## src/rtl/ram_write_buffer_if.sv

```systemverilog
// ram_write_buffer_if: execute-stage write requests in, ram write port and address ownership out.
interface ram_write_buffer_if #(
    parameter int ADDRESS_BITS = 5,
    parameter int DATA_BITS    = 8
);
    logic                    fde_execute;
    logic                    req_valid;
    logic [ADDRESS_BITS-1:0] req_address;
    logic [DATA_BITS-1:0]    req_data;
    logic                    req_ready;
    logic                    ram_w_enable;
    logic [ADDRESS_BITS-1:0] ram_address;
    logic [DATA_BITS-1:0]    ram_data_in;
    logic                    mem_owner;

    modport master (
        output fde_execute, req_valid, req_address, req_data,
        input  req_ready, ram_w_enable, ram_address, ram_data_in, mem_owner
    );

    modport slave (
        input  fde_execute, req_valid, req_address, req_data,
        output req_ready, ram_w_enable, ram_address, ram_data_in, mem_owner
    );
endinterface

```

## src/rtl/ram_write_buffer.sv

```systemverilog
// ram_write_buffer: small FIFO of ram writes, drained one entry per execute slot while owning the ram address.
module ram_write_buffer #(
    parameter int ADDRESS_BITS = 5,
    parameter int DATA_BITS    = 8,
    parameter int DEPTH_LOG2   = 2
) (
    input  logic                clk,
    input  logic                reset_n,
    ram_write_buffer_if.slave   bus,
    output logic [DEPTH_LOG2:0] count,
    output logic [15:0]         writes_done
);
    localparam int DEPTH = 1 << DEPTH_LOG2;
    localparam int EW    = ADDRESS_BITS + DATA_BITS;

    logic [EW-1:0]         mem_q [DEPTH];
    logic [EW-1:0]         mem_d [DEPTH];
    logic [DEPTH_LOG2-1:0] wr_ptr_q, wr_ptr_d;
    logic [DEPTH_LOG2-1:0] rd_ptr_q, rd_ptr_d;
    logic [DEPTH_LOG2:0]   count_q, count_d;
    logic [15:0]           writes_done_q, writes_done_d;
    logic [EW-1:0]         head;
    logic                  push;
    logic                  drain;

    // Ready looks only at the registered count, so a full buffer refuses even when it pops that cycle.
    assign bus.req_ready    = count_q != (DEPTH_LOG2+1)'(DEPTH);
    assign push             = bus.req_valid && bus.req_ready;
    assign drain            = bus.fde_execute && count_q != '0;
    assign head             = mem_q[rd_ptr_q];
    assign bus.ram_w_enable = drain;
    assign bus.mem_owner    = drain;
    assign bus.ram_address  = drain ? head[EW-1:DATA_BITS] : '0;
    assign bus.ram_data_in  = drain ? head[DATA_BITS-1:0] : '0;
    assign count            = count_q;
    assign writes_done      = writes_done_q;

    always_comb begin
        mem_d = mem_q;
        if (push) mem_d[wr_ptr_q] = {bus.req_address, bus.req_data};
        wr_ptr_d      = push ? wr_ptr_q + 1'b1 : wr_ptr_q;
        rd_ptr_d      = drain ? rd_ptr_q + 1'b1 : rd_ptr_q;
        count_d       = count_q + (DEPTH_LOG2+1)'(push) - (DEPTH_LOG2+1)'(drain);
        writes_done_d = writes_done_q + 16'(drain);
    end

    always_ff @(posedge clk or negedge reset_n) begin
        if (!reset_n) begin
            wr_ptr_q      <= '0;
            rd_ptr_q      <= '0;
            count_q       <= '0;
            writes_done_q <= '0;
        end else begin
            wr_ptr_q      <= wr_ptr_d;
            rd_ptr_q      <= rd_ptr_d;
            count_q       <= count_d;
            writes_done_q <= writes_done_d;
        end
    end

    // Storage needs no reset; entries are only read once count says they are valid.
    always_ff @(posedge clk) begin
        mem_q <= mem_d;
    end
endmodule

```

## src/flat_wrapper.sv

```systemverilog
// flat-port wrapper written by rule: the top's interface ports become plain ports
module ram_write_buffer_flat 
#(
    parameter int ADDRESS_BITS = 5,
    parameter int DATA_BITS    = 8,
    parameter int DEPTH_LOG2   = 2
)
  (clk, reset_n, count, writes_done, bus_fde_execute, bus_req_valid, bus_req_address, bus_req_data, bus_req_ready, bus_ram_w_enable, bus_ram_address, bus_ram_data_in, bus_mem_owner);
  ram_write_buffer_if #(.ADDRESS_BITS(ADDRESS_BITS), .DATA_BITS(DATA_BITS)) bus_i ();
  input  logic clk;
  input  logic reset_n;
  output logic [DEPTH_LOG2:0] count;
  output logic [15:0] writes_done;
  input wire logic [$bits(bus_i.fde_execute)-1:0] bus_fde_execute;
  input wire logic [$bits(bus_i.req_valid)-1:0] bus_req_valid;
  input wire logic [$bits(bus_i.req_address)-1:0] bus_req_address;
  input wire logic [$bits(bus_i.req_data)-1:0] bus_req_data;
  output wire logic [$bits(bus_i.req_ready)-1:0] bus_req_ready;
  output wire logic [$bits(bus_i.ram_w_enable)-1:0] bus_ram_w_enable;
  output wire logic [$bits(bus_i.ram_address)-1:0] bus_ram_address;
  output wire logic [$bits(bus_i.ram_data_in)-1:0] bus_ram_data_in;
  output wire logic [$bits(bus_i.mem_owner)-1:0] bus_mem_owner;
  assign bus_i.fde_execute = bus_fde_execute;
  assign bus_i.req_valid = bus_req_valid;
  assign bus_i.req_address = bus_req_address;
  assign bus_i.req_data = bus_req_data;
  assign bus_req_ready = bus_i.req_ready;
  assign bus_ram_w_enable = bus_i.ram_w_enable;
  assign bus_ram_address = bus_i.ram_address;
  assign bus_ram_data_in = bus_i.ram_data_in;
  assign bus_mem_owner = bus_i.mem_owner;
  ram_write_buffer #(.ADDRESS_BITS(ADDRESS_BITS), .DATA_BITS(DATA_BITS), .DEPTH_LOG2(DEPTH_LOG2)) u_core (.clk(clk), .reset_n(reset_n), .bus(bus_i), .count(count), .writes_done(writes_done));
endmodule
```

## config.mk

```make
export PLATFORM = sky130hd
export DESIGN_NAME = ram_write_buffer_flat
export DESIGN_NICKNAME = d
export VERILOG_FILES = /design/src/rtl/ram_write_buffer_if.sv /design/src/rtl/ram_write_buffer.sv /design/src/flat_wrapper.sv
export SDC_FILE = /design/constraint.sdc
export NUM_CORES = 1
export LEC_CHECK = 0
export ABC_AREA = 1
export CORE_MARGIN = 2
export CORE_UTILIZATION = 35
export CTS_CLUSTER_DIAMETER = 30
export DETAILED_ROUTE_END_ITERATION = 8
export GPL_ROUTABILITY_DRIVEN = 0
export SKIP_CTS_REPAIR_TIMING = 1
export SYNTH_ARGS = -nofsm -noshare
export SYNTH_HDL_FRONTEND = slang
export SYNTH_SLANG_ARGS = --single-unit
```

## constraint.sdc

```tcl
create_clock -name clk -period 3.22 [get_ports clk]
set_clock_uncertainty 0.2 [all_clocks]
set_input_delay 0.483 -clock clk [delete_from_list [all_inputs] [get_ports clk]]
set_output_delay 0.483 -clock clk [all_outputs]
set_load 0.03 [all_outputs]
```

==> results_tabular.tex, run 1 <==
\begin{tabular}{lr}
\hline
Metric & Value \\
\hline
\multicolumn{2}{l}{\textbf{Floorplan}} \\
Core Footprint & slightly below 9000 sq um \\
Initial core utilization & 0.366 \\
Overall die width & 99.9 um \\
Top-level port count & 52 \\
Row count & 34 \\
Die Y-Extent & $\sim$100 um \\
Total Die Area & 9980 sq um \\
\multicolumn{2}{l}{\textbf{Pwr}} \\
Power density normalized to cell area & 852 nW/um\^{}2 \\
Lkg Pwr & between 1.5 and 2 nW \\
Worst IR Drop VDD & 532 uV \\
\multicolumn{2}{l}{\textbf{Place}} \\
HPWL after detailed placement & 4130 um \\
Placed cell area & 3860 sq um \\
Number of port buffers & 51 \\
Worst slack at placement & 0.474 ns \\
\multicolumn{2}{l}{\textbf{Timing}} \\
Final Max Slew Viols & 0 \\
Unrepaired setup endpoints after global routing & false \\
Measured slew at the worst slew-check pin & roughly 0.43 ns \\
Number of failing hold endpoints at the final stage & 0 \\
Final period demand of the worst path & between 2 and 3 ns \\
Total negative setup slack & 0 ns \\
Setup ws final & about 0.36 ns \\
Normalized max-slew margin & 0.710 \\
Portion of the clock cycle consumed by the worst path in the final layout & 0.888 \\
Top achievable clock speed & 350 MHz \\
Setup violation total in the final timing report & 0 \\
\multicolumn{2}{l}{\textbf{Routing}} \\
Count of TritonRoute iterations in the first routing pass & 4 \\
WL/cell & 13.5 um \\
Number of nets with antenna violations after detailed routing & 0 \\
Residual DRC & 0 \\
Via-to-Cell Ratio & 4.65 \\
Detailed router's first-iteration violation count & a little over 70 \\
Detailed-route via count & roughly 2200 \\
Detailed-route wire length & 6260 um \\
\multicolumn{2}{l}{\textbf{Run}} \\
MaxCap Viol Count & 0 \\
\multicolumn{2}{l}{\textbf{Setup path}} \\
Arrival time at the worst endpoint & between 2 and 2.5 ns \\
Reg2reg path depth & 11 \\
Critical path launch point type & register \\
Critical path capture point type & primary output \\
CP Class & reg -> out \\
Largest driver fanout on the critical path & 28 \\
CP required & 2.54 ns \\
\multicolumn{2}{l}{\textbf{Synthesis}} \\
Post-synthesis instance area & 3220 sq um \\
Number of storage elements in the synthesis netlist & 75 \\
Post-Synthesis Net Count & 317 \\
Post-synthesis sequential area ratio & 0.664 \\
Synthesized area per cell & 11.1 sq um \\
Yosys warning count & 0 \\
Yosys cell types & 20 \\
Cells after synthesis & 290 \\
\multicolumn{2}{l}{\textbf{Global routing}} \\
Number of global-route vias before repair & 2125 \\
Number of antenna violations at the first check in global routing & 0 \\
All-Layer GR Usage & 0.134 \\
Maximum number of pins on one net before global-route repair & 29 \\
GRT Residual Overflow & 0 \\
Global-route wire length before repair & between 10000 and 15000 um \\
\multicolumn{2}{l}{\textbf{Cells and area}} \\
Footprint of the flip-flops and latches & 2140 sq um \\
Antenna diodes & 0 \\
Share of layout cells above drive strength 1 & 0.0784 \\
Leading cell types in the layout, fill and taps excluded & sky130\_fd\_sc\_hd\_\_nor2\_1 (69), sky130\_fd\_sc\_hd\_\_edfxtp\_1 (52), sky130\_fd\_sc\_hd\_\_clkdlybuf4s50\_1 (51) \\
Leading cell type in the layout, fill and taps excluded & sky130\_fd\_sc\_hd\_\_nor2\_1 \\
Post-synthesis to final-layout area growth & 25.5\% \\
Fill cell count & 821 \\
Number of nets in the final layout & 379 \\
Final instance area & 4040 sq um \\
Footprint of the multi-input gates & 915 sq um \\
\multicolumn{2}{l}{\textbf{CTS}} \\
Clock Root Buffer & sky130\_fd\_sc\_hd\_\_clkbuf\_8 \\
H-tree lvl count & 3 \\
Longest Clk Path Bufs & 2 \\
Worst-path clk slew & 0.09 ns \\
CTS Buf Count & 9 \\
TritonCTS clock tree & done \\
Clock Sinks & 75 \\
Clock latency on the worst-skew pair & 0.34 ns \\
\multicolumn{2}{l}{\textbf{Hold path}} \\
Worst hold-check path type & in -> async \\
\multicolumn{2}{l}{\textbf{Status}} \\
Outcome & finished, final reports clean \\
\hline
\end{tabular}
state kept, by name (all words and copies together) (netlist names):
register	count
u_core.mem_q	52
u_core.writes_done	16
u_core.count	3
u_core.rd_ptr_q	2
u_core.wr_ptr_q	2
power breakdown:
part	switching [W]	total, W	internal, W
Combinational	0.000876	0.00141	0.000537
Clock	0.000368	0.000661	0.000293
Sequential	0.000107	0.00137	0.00126
Total	0.00135	0.00344	0.00209
cells in the mapped netlist:
| cell | count | area [sq um] |
|---|---|---|
| sky130_fd_sc_hd__nor2_2 | 1 | 6.26 |
| sky130_fd_sc_hd__buf_6 | 3 | 33.8 |
| sky130_fd_sc_hd__nand3b_1 | 2 | 15.0 |
| sky130_fd_sc_hd__xor2_1 | 7 | 61.3 |
| sky130_fd_sc_hd__o21ai_1 | 10 | 50.1 |
| sky130_fd_sc_hd__dfrtp_1 | 23 | 576 |
| sky130_fd_sc_hd__fa_1 | 1 | 20.0 |
| sky130_fd_sc_hd__inv_2 | 2 | 7.51 |
| sky130_fd_sc_hd__o21ai_0 | 20 | 100 |
| sky130_fd_sc_hd__nand3_1 | 7 | 35.0 |
| sky130_fd_sc_hd__nand2_1 | 34 | 128 |
| sky130_fd_sc_hd__buf_2 | 2 | 10.0 |
| sky130_fd_sc_hd__buf_4 | 4 | 30.0 |
| sky130_fd_sc_hd__nand4_1 | 3 | 18.8 |
| sky130_fd_sc_hd__inv_1 | 23 | 86.3 |
| sky130_fd_sc_hd__ha_1 | 9 | 113 |
| sky130_fd_sc_hd__a21oi_1 | 13 | 65.1 |
| sky130_fd_sc_hd__xnor2_1 | 5 | 43.8 |
| sky130_fd_sc_hd__edfxtp_1 | 52 | 1560 |
| sky130_fd_sc_hd__nor2_1 | 69 | 259 |
area by class of cell:
cell class              count  area share
inverters                  25      0.0232
clock buffers               9      0.0307
clock inverters             7      0.0146
multi-input cells         181       0.226
flip-flops and latches     75       0.529
well taps                 108      0.0334
repair buffers             60       0.143
through the flow:
step	util	instances	hold WS, ns	power (W)
after floorplan	-	290	-0.0126	0.00234
after global placement	0.438	449	0.303	0.00281
after detailed placement	0.438	449	0.304	0.00283
after CTS	0.459	465	0.294	0.00351
after global routing	0.459	465	0.305	0.00371
final	0.459	465	0.296	0.00344
final timing paths:
check / startpoint / endpoint / slack [ns]
max: u_core.rd_ptr_q[0] / bus_ram_data_in[4] / 0.36
min: reset_n / u_core.writes_done[8] / 0.30
max reg2reg: u_core.count[1] / u_core.writes_done[14] / 0.98
min reg2reg: u_core.writes_done[2] / u_core.writes_done[2] / 0.32
max in group asynchronous: reset_n / u_core.writes_done[11] / 2.28
min in group clk: u_core.writes_done[2] / u_core.writes_done[2] / 0.32
worst max-delay path, cell delays in order, from the launching register on:
cell	delay, ns
sky130_fd_sc_hd__dfrtp_1	0.41
sky130_fd_sc_hd__inv_2	0.34
sky130_fd_sc_hd__o21ai_0	0.20
sky130_fd_sc_hd__a21oi_1	0.19
sky130_fd_sc_hd__clkdlybuf4s50_1	0.69
logic make-up (layout without fill, tap and decap cells):
kind of cell | Yosys count | count (layout) | synth area share
AND/OR/NAND/NOR | 116 | 116 | 0.143
flip-flops | 75 | 75 | 0.664
AO/OA/AOI/OAI | 43 | 43 | 0.0668
buffers and inverters | 34 | 101 | 0.0521
XOR/XNOR | 12 | 12 | 0.0326
adder cells (fa/ha/maj) | 10 | 10 | 0.0412
per-layer routing:
layer  wire, um  vias to the layer above  GRT usage
li1           -                     1085          -
met1       2780                     1010      0.168
met2       3020                       59      0.216
met3        392                        7     0.0550
met4         68                        0     0.0400
met5          0                        -          0
Power figures use the tool's default switching activity.
==> run 2, diff against run 1 <==
--- a/config.mk
+++ b/config.mk
@@ -7,10 +7,12 @@
 export LEC_CHECK = 0
 export ABC_AREA = 1
 export CORE_MARGIN = 2
-export CORE_UTILIZATION = 35
+export CORE_UTILIZATION = 55
 export CTS_CLUSTER_DIAMETER = 30
 export DETAILED_ROUTE_END_ITERATION = 8
+export DONT_BUFFER_PORTS = 1
 export GPL_ROUTABILITY_DRIVEN = 0
+export PLACE_DENSITY = 0.7
 export SKIP_CTS_REPAIR_TIMING = 1
 export SYNTH_ARGS = -nofsm -noshare
 export SYNTH_HDL_FRONTEND = slang
==> run 2 against run 1 <==
Compared with the run above: sequential power increased by 11%; clock-buffer cell count grew 3; final area fell by 12%; critical path depth is 2 higher; largest power group is now registers; first-iteration DRC count rose by 150%.
==> results_tabular.tex, run 2 (synthesis gave the netlist of run 1 again) <==
\begin{tabular}{lr}
\hline
Metric & Value \\
\hline
\multicolumn{2}{l}{\textbf{Status}} \\
Outcome & finished, final reports clean \\
\multicolumn{2}{l}{\textbf{Timing}} \\
Setup violation total in the final timing report & 0 \\
Setup ws final & 0.576 ns \\
Number of failing hold endpoints at the final stage & 0 \\
Normalized max-slew margin & 0.680 \\
Portion of the clock cycle consumed by the worst path in the final layout & 0.821 \\
Total negative setup slack & 0 ns \\
Measured slew at the worst slew-check pin & $\sim$0.48 ns \\
Top achievable clock speed & 378 MHz \\
Unrepaired setup endpoints after global routing & false \\
Final Max Slew Viols & 0 \\
Final period demand of the worst path & 2.64 ns \\
Smallest hold slack & $\sim$0.04 ns \\
\multicolumn{2}{l}{\textbf{CTS}} \\
Worst-path clk slew & 0.07 ns \\
CTS Buf Count & 9 \\
Clock Sinks & 75 \\
Longest Clk Path Bufs & 2 \\
TritonCTS clock tree & done \\
Clock Root Buffer & sky130\_fd\_sc\_hd\_\_clkbuf\_8 \\
H-tree lvl count & 3 \\
Clock latency on the worst-skew pair & 0.33 ns \\
\multicolumn{2}{l}{\textbf{Cells and area}} \\
Antenna diodes & 0 \\
Share of layout cells above drive strength 1 & 0.113 \\
Number of nets in the final layout & 342 \\
Leading cell type in the layout, fill and taps excluded & sky130\_fd\_sc\_hd\_\_nor2\_1 \\
Final instance area & 3580 sq um \\
Leading cell types in the layout, fill and taps excluded & sky130\_fd\_sc\_hd\_\_nor2\_1 (69), sky130\_fd\_sc\_hd\_\_edfxtp\_1 (52), sky130\_fd\_sc\_hd\_\_nand2\_1 (34) \\
Largest reg by FF count & u\_core.mem\_q \\
Post-synthesis to final-layout area growth & 11.1\% \\
Flip-flop count of the largest register, all copies and words added & 52 \\
\multicolumn{2}{l}{\textbf{Setup path}} \\
Crit. Startpoint & u\_core.rd\_ptr\_q[0] \\
Arrival time at the worst endpoint & 1.96 ns \\
Highest cell delay on the worst timing path & approximately 0.64 ns \\
Reg2reg path depth & 11 \\
Critical register-to-register path startpoint & u\_core.count[1] \\
CP Class & reg -> out \\
CP required & 2.54 ns \\
Critical path capture point type & primary output \\
Critical Path Sink & bus\_ram\_data\_in[3] \\
Minimum setup slack among reg-to-reg paths & between 0.5 and 0.6 ns \\
Capture point of the worst reg-to-reg path & u\_core.writes\_done[14] \\
Largest driver fanout on the critical path & 15 \\
Cell at the slowest stage of the critical path & sky130\_fd\_sc\_hd\_\_dfrtp\_1 \\
List of cells traversed by the critical path & buf\_4, nor2\_1, nor2\_1, o21ai\_0, a21oi\_1, buf\_4 \\
Critical path launch point type & register \\
\multicolumn{2}{l}{\textbf{Global routing}} \\
Number of antenna violations at the first check in global routing & 0 \\
Maximum number of pins on one net before global-route repair & 29 \\
Global-route wire length before repair & 9630 um \\
All-Layer GR Usage & 0.202 \\
GRT Residual Overflow & 0 \\
Number of global-route vias before repair & 1972 \\
\multicolumn{2}{l}{\textbf{Routing}} \\
Detailed-route wire length & 6010 um \\
Via-to-Cell Ratio & 5.23 \\
Routed length on met2 & 2870 um \\
Uppermost metal layer occupied by signal nets & met4 \\
Met3 wirelength from detailed routing & 325 um \\
Residual DRC & 0 \\
WL/cell & 15.3 um \\
Metal1 wirelength & roughly 2700 um \\
Detailed-route via count & 2051 \\
Count of TritonRoute iterations in the first routing pass & 4 \\
Detailed router's first-iteration violation count & 174 \\
Number of nets with antenna violations after detailed routing & 0 \\
\multicolumn{2}{l}{\textbf{Floorplan}} \\
Overall die width & 80.5 um \\
Initial core utilization & 0.578 \\
Core Footprint & 5570 sq um \\
Total Die Area & 6480 sq um \\
Top-level port count & 52 \\
Die Y-Extent & 80.5 um \\
Row count & 27 \\
\multicolumn{2}{l}{\textbf{Pwr}} \\
Total power & 0.00320 W \\
Reported net switching power & about 0.0013 W \\
Sequential cell fraction of total power & 0.474 \\
Combinational Power Share & 0.344 \\
Worst IR Drop VDD & 432 uV \\
Share of total power in the clock network & 0.183 \\
Sw frac & 0.402 \\
Lkg Pwr & 1.44 nW \\
Power density normalized to cell area & about 900 nW/um\^{}2 \\
Internal power of the cells & 0.00191 W \\
\multicolumn{2}{l}{\textbf{Place}} \\
Placed cell area & 3390 sq um \\
HPWL after detailed placement & 3850 um \\
Worst slack at placement & 0.598 ns \\
Number of port buffers & 0 \\
\multicolumn{2}{l}{\textbf{Run}} \\
MaxCap Viol Count & 0 \\
\multicolumn{2}{l}{\textbf{Hold path}} \\
Worst hold-check path type & in -> reg \\
\hline
\end{tabular}
-- run 2: cell count changes in the layout (fill, tap and decap cells not counted), sizes merged --
cell / previous run / this run
clkdlybuf4s50: 51 / 0
buf: 9 / 22
inv: 29 / 25
clkbuf: 9 / 12
clkinv: 2 / 4
clkinvlp: 1 / 0
dlygate4sd3: 0 / 1
-- run 2: power by group through the flow --
stage | Combinational [W] | Clock [W] | Sequential [W]
floorplan | 0.000846 | 0 | 0.00149
global placement | 0.00108 | 0 | 0.00153
detailed placement | 0.00110 | 0 | 0.00154
CTS | 0.00110 | 0.000600 | 0.00152
global route | 0.00122 | 0.000638 | 0.00154
finish | 0.00110 | 0.000584 | 0.00152
-- run 2: worst min-delay path by stage --
| stage | start | end | slack [ns] | cells past startpoint |
|---|---|---|---|---|
| final | bus_req_data[0] | u_core.mem_q[39] | 0.04 | 0 |
| after global routing | bus_req_data[0] | u_core.mem_q[39] | 0.01 | 0 |
| after CTS | reset_n | u_core.writes_done[15] | -0.38 | 0 |
| after detailed placement | reset_n | u_core.writes_done[12] | -0.01 | 0 |
| after global placement | reset_n | u_core.writes_done[12] | -0.01 | 0 |
| after floorplan | reset_n | u_core.count[0] | -0.01 | 0 |
-- run 2: cell type report --
class | count | area (sq um)
timing repair buffer | 23 | 188
multi-input combinational | 181 | 915
inverter | 25 | 93.8
sequential | 75 | 2140
tap | 72 | 90.1
fill | 443 | 2000
clock buffer | 12 | 135
clock inverter | 4 | 17.5
-- run 2: layer usage --
metal  global-route usage  vias to the layer above
met5                    0                        -
met4               0.0949                        0
met3               0.0596                        7
met2                0.323                       47
met1                0.254                      990
li1                     -                     1007
-- run 2: critical path, delay by kind of cell, from the launching register on --
family                 cells  cell delay, ns
AOI/OAI and AO/OA          2            0.34
buffers and inverters      2            0.51
DFF                        1            0.64
and+or+nand+nor            2            0.14
-- run 2: through the flow --
step	util	instances
5_1_grt	0.642	392
2_1_floorplan	-	290
3_5_place_dp	0.609	374
6_report	0.642	392
4_1_cts	0.636	390
3_3_place_gp	0.609	374
